===== src/rtl/counter_pkg.sv =====
// rtl/counter_pkg.sv - shared types and constants for the MM:SS stopwatch counter
package counter_pkg;

    typedef logic [3:0] bcd_t;

    localparam bcd_t TENS_MAX = 4'd5;
    localparam bcd_t ONES_MAX = 4'd9;

    localparam logic SEL_MIN = 1'b0;
    localparam logic SEL_SEC = 1'b1;

endpackage


===== src/rtl/counter_mod60_bcd.sv =====
// rtl/counter_mod60_bcd.sv - two-digit BCD modulo-60 counter with registered digits
module mod60_bcd
    import counter_pkg::*;
(
    input  logic clk,
    input  logic rst,
    input  logic inc,
    output bcd_t tens,
    output bcd_t ones,
    output logic carry_out
);

    bcd_t r_tens;
    bcd_t r_ones;
    logic w_at_max;

    assign w_at_max  = (r_tens == TENS_MAX) && (r_ones == ONES_MAX);
    assign carry_out = inc & w_at_max;
    assign tens      = r_tens;
    assign ones      = r_ones;

    always_ff @(posedge clk) begin
        if (rst) begin
            r_tens <= '0;
            r_ones <= '0;
        end else if (inc) begin
            if (r_ones == ONES_MAX) begin
                r_ones <= '0;
                r_tens <= (r_tens == TENS_MAX) ? bcd_t'(0) : bcd_t'(r_tens + 4'd1);
            end else begin
                r_ones <= bcd_t'(r_ones + 4'd1);
            end
        end
    end

endmodule


===== src/rtl/counter.sv =====
// rtl/counter.sv - MM:SS stopwatch time-base: 1 Hz counting, 2 Hz field adjust
module counter
    import counter_pkg::*;
#(
    parameter int DIGIT_W = 4
) (
    input  logic               clk,
    input  logic               rst,
    input  logic               tick_1hz,
    input  logic               tick_2hz,
    input  logic               pause,
    input  logic               adj,
    input  logic               sel,
    output logic [DIGIT_W-1:0] minutes_top_digit,
    output logic [DIGIT_W-1:0] minutes_bot_digit,
    output logic [DIGIT_W-1:0] seconds_top_digit,
    output logic [DIGIT_W-1:0] seconds_bot_digit,
    output logic               is_minute_increasing,
    output logic               is_second_increasing
);

    logic w_normal_step;
    logic w_adj_step;
    logic w_sec_inc;
    logic w_min_inc;
    logic w_sec_carry;
    logic w_min_carry;
    bcd_t w_sec_tens, w_sec_ones;
    bcd_t w_min_tens, w_min_ones;

    // Only the strobe belonging to the current mode can step; pause gates normal mode only.
    assign w_normal_step = ~adj & ~pause & tick_1hz;
    assign w_adj_step    = adj & tick_2hz;

    assign w_sec_inc = w_normal_step | (w_adj_step & (sel == SEL_SEC));
    assign w_min_inc = (~adj & w_sec_carry) | (w_adj_step & (sel == SEL_MIN));

    mod60_bcd u_seconds (
        .clk       (clk),
        .rst       (rst),
        .inc       (w_sec_inc),
        .tens      (w_sec_tens),
        .ones      (w_sec_ones),
        .carry_out (w_sec_carry)
    );

    mod60_bcd u_minutes (
        .clk       (clk),
        .rst       (rst),
        .inc       (w_min_inc),
        .tens      (w_min_tens),
        .ones      (w_min_ones),
        .carry_out (w_min_carry)
    );

    assign minutes_top_digit = DIGIT_W'(w_min_tens);
    assign minutes_bot_digit = DIGIT_W'(w_min_ones);
    assign seconds_top_digit = DIGIT_W'(w_sec_tens);
    assign seconds_bot_digit = DIGIT_W'(w_sec_ones);

    assign is_minute_increasing = adj & (sel == SEL_MIN);
    assign is_second_increasing = adj & (sel == SEL_SEC);

endmodule


===== config.mk =====
export PLATFORM = sky130hd
export DESIGN_NAME = counter
export DESIGN_NICKNAME = d
export VERILOG_FILES = /design/src/rtl/counter_pkg.sv /design/src/rtl/counter_mod60_bcd.sv /design/src/rtl/counter.sv
export SDC_FILE = /design/constraint.sdc
export NUM_CORES = 1
export LEC_CHECK = 0
export BUFFER_PORTS_ARGS = -buffer_cell sky130_fd_sc_hd__buf_4
export CORE_UTILIZATION = 40
export CTS_CLUSTER_SIZE = 20
export DETAILED_ROUTE_END_ITERATION = 8
export GPL_ROUTABILITY_DRIVEN = 0
export HOLD_SLACK_MARGIN = 0.12
export PLACE_DENSITY = 0.66
export REMOVE_ABC_BUFFERS = 1
export SYNTH_ARGS = -nofsm -noshare
export SYNTH_HDL_FRONTEND = slang
export SYNTH_HIERARCHICAL = 1
export SYNTH_SLANG_ARGS = --single-unit

===== constraint.sdc =====
create_clock -name clk -period 7.1 [get_ports clk]
set_clock_uncertainty 0.1 [all_clocks]
set_input_delay 0.71 -clock clk [delete_from_list [all_inputs] [get_ports clk]]
set_output_delay 0.71 -clock clk [all_outputs]
set_load 0.01 [all_outputs]

==> flow_summary_export.csv <==
group,metric,value,unit
run_status,status,"complete, no violations",
cells_and_area,mostFrequentLayoutCell,"buf_4",
grt,grt_pass1_wl,2718,µm
timing,setup_viol,0,
setup_path,arrival,2.87,ns
pwr,leakage,0.5014,nW
setup_path,end_kind,"flop",
timing,finalSetupTns,0,ns
place,dp_hpwl,1184,µm
timing,fin_ws,4.323,ns
clock_network,cts.sinks,16,
grt,grt_usage,0.1493,
setup_path,critPathLaunchType,"input pin",
place,place_ws,3.999,ns
place,port_buffers,24,
cells_and_area,syn2layout_area_growth,24.08,%
timing,relSlewSlack,0.8227,
cells_and_area,most-common-layout-cells,"buf_4 (24), dfxtp_1 (16), nand2_1 (10)",
synthesis,synth_cells,99,
clock_network,cts_buffers,3,
setup_path,cp.required,7.19,ns
clock_network,cts_buffer_depth,2,
floorplanning,die_width,49.00,µm
hold_path,hold_depth,2,
timing,min_period_over_period,0.3911,
setup_path,rr_worst_depth,7,
timing,tightest_slew,0.2656,ns
timing,hold_violations,0,
drt,vias,761,
floorplanning,pin_count,25,
clock_network,cts_tree,"built",
job,drv_cap,0,
cells_and_area,final-seq-area,320.3,µm²
floorplanning,start_util,0.4369,
drt,wirelength,1616,µm
floorplanning,dieArea,2401,µm²
floorplanning,design.core.area,2022,µm²
grt,antenna_found_initial,0,
place,place_area,1060,µm²
drt,dr.pass1.iters,4,
pwr,ir_drop,0.09298,mV
cells_and_area,multi_input_area,514.2,µm²
clock_network,clkTransAtPathRegs,0.10,ns
clock_network,cts_max_level,1,
cells_and_area,diodes,0,
hold_path,min_to,"u_seconds/tens[0]",
synthesis,syn_area,883.3,µm²
pwr,cellPowerDensity,153.8,nW/µm²
drt,drtIter0Drc,16,
drt,drc,0,
synthesis,avgSynthCellArea,8.923,µm²
cells_and_area,fin_area,1096,µm²
cells_and_area,fillers,213,
clock_network,cts_resized,0,
timing,rsz0062_at_grt,"no",
setup_path,rr_endpoint,"u_minutes/tens[3]",
clock_network,postCtsSetupBuffers,0,
floorplanning,die_y,49.00,µm
timing,maxSlewViolCount,0,
setup_path,criticalPathCategory,"in2reg",
timing,fmax,360.2,MHz
cells_and_area,layout-drive-gt1-share,0.2764,
setup_path,critPathMaxFanout,6,
grt,grt_overflow_total,0,
clock_network,root_buffer,"clkbuf_4",
synthesis,yosysWarnings,6,
pwr,power,0.1686,mW
floorplanning,fp-row-count,16,
drt,avgViaCountPerCell,5.073,
clock_network,hold_buffers,0,
setup_path,reg2reg_slack,4.72,ns
timing,hold_slack,0.4029,ns
cells_and_area,fin_nets,131,
timing,period_needed,2.777,ns
hold_path,hp-class,"reg2reg",
drt,antenna_left,0,
clock_network,insertion_delay,0.29,ns
grt,grt_max_degree,21,
grt,first_global_vias,632,
drt,wl_per_cell,10.77,µm
hold_path,holdCritStartpoint,"u_seconds/tens[0]",
setup_path,r2r-start,"u_seconds/ones[0]",
==> final cells by class <==
class	instances	area share
multi-input cells	76	0.4692
repair buffers	24	0.1644
well taps	27	0.03082
inverters	3	0.01027
clock buffers	4	0.03311
flip-flops and latches	16	0.2922
==> per-stage QoR <==
stage,instances,util
after detailed placement,146,0.5241
after floorplan,95,-
after global placement,146,0.5241
after CTS,150,0.5421
final,150,0.5421
after global routing,150,0.5421
==> routing by layer <==
layer | track usage | wire length [µm] | up-vias
li1 | - | - | 394
met1 | 0.2092 | 840 | 341
met2 | 0.2014 | 660 | 22
met3 | 0.04050 | 80 | 4
met4 | 0.08824 | 35 | 0
met5 | 0 | 0 | -
==> sequential cells by signal, indices dropped and copies added, names as in the netlist <==
| signal | flops |
|---|---|
| u_minutes/ones | 4 |
| u_minutes/tens | 4 |
| u_seconds/ones | 4 |
| u_seconds/tens | 4 |
==> critical path, stage by stage <==
cell and delay, ns:
buf_4 0.09, and2_4 0.13, a22o_1 0.21, and3b_1 0.34, nand2_1 0.13, nor3_1 0.23
a22o_1 0.26, and3b_1 0.33, nand4_4 0.12, mux2_4 0.31
==> worst max path at each step <==
stage	from	to
after floorplan	sel	u_minutes/tens[3]
after detailed placement	adj	u_minutes/tens[3]
after global routing	adj	u_minutes/tens[3]
after global placement	adj	u_minutes/tens[3]
final	adj	u_minutes/tens[3]
after CTS	adj	u_minutes/tens[3]
==> power by group <==
group | internal [mW] | switching [mW]
Combinational | 0.00760 | 0.00680
Clock | 0.0312 | 0.0300
Sequential | 0.0909 | 0.00199
(Power assumes the default switching activity.)
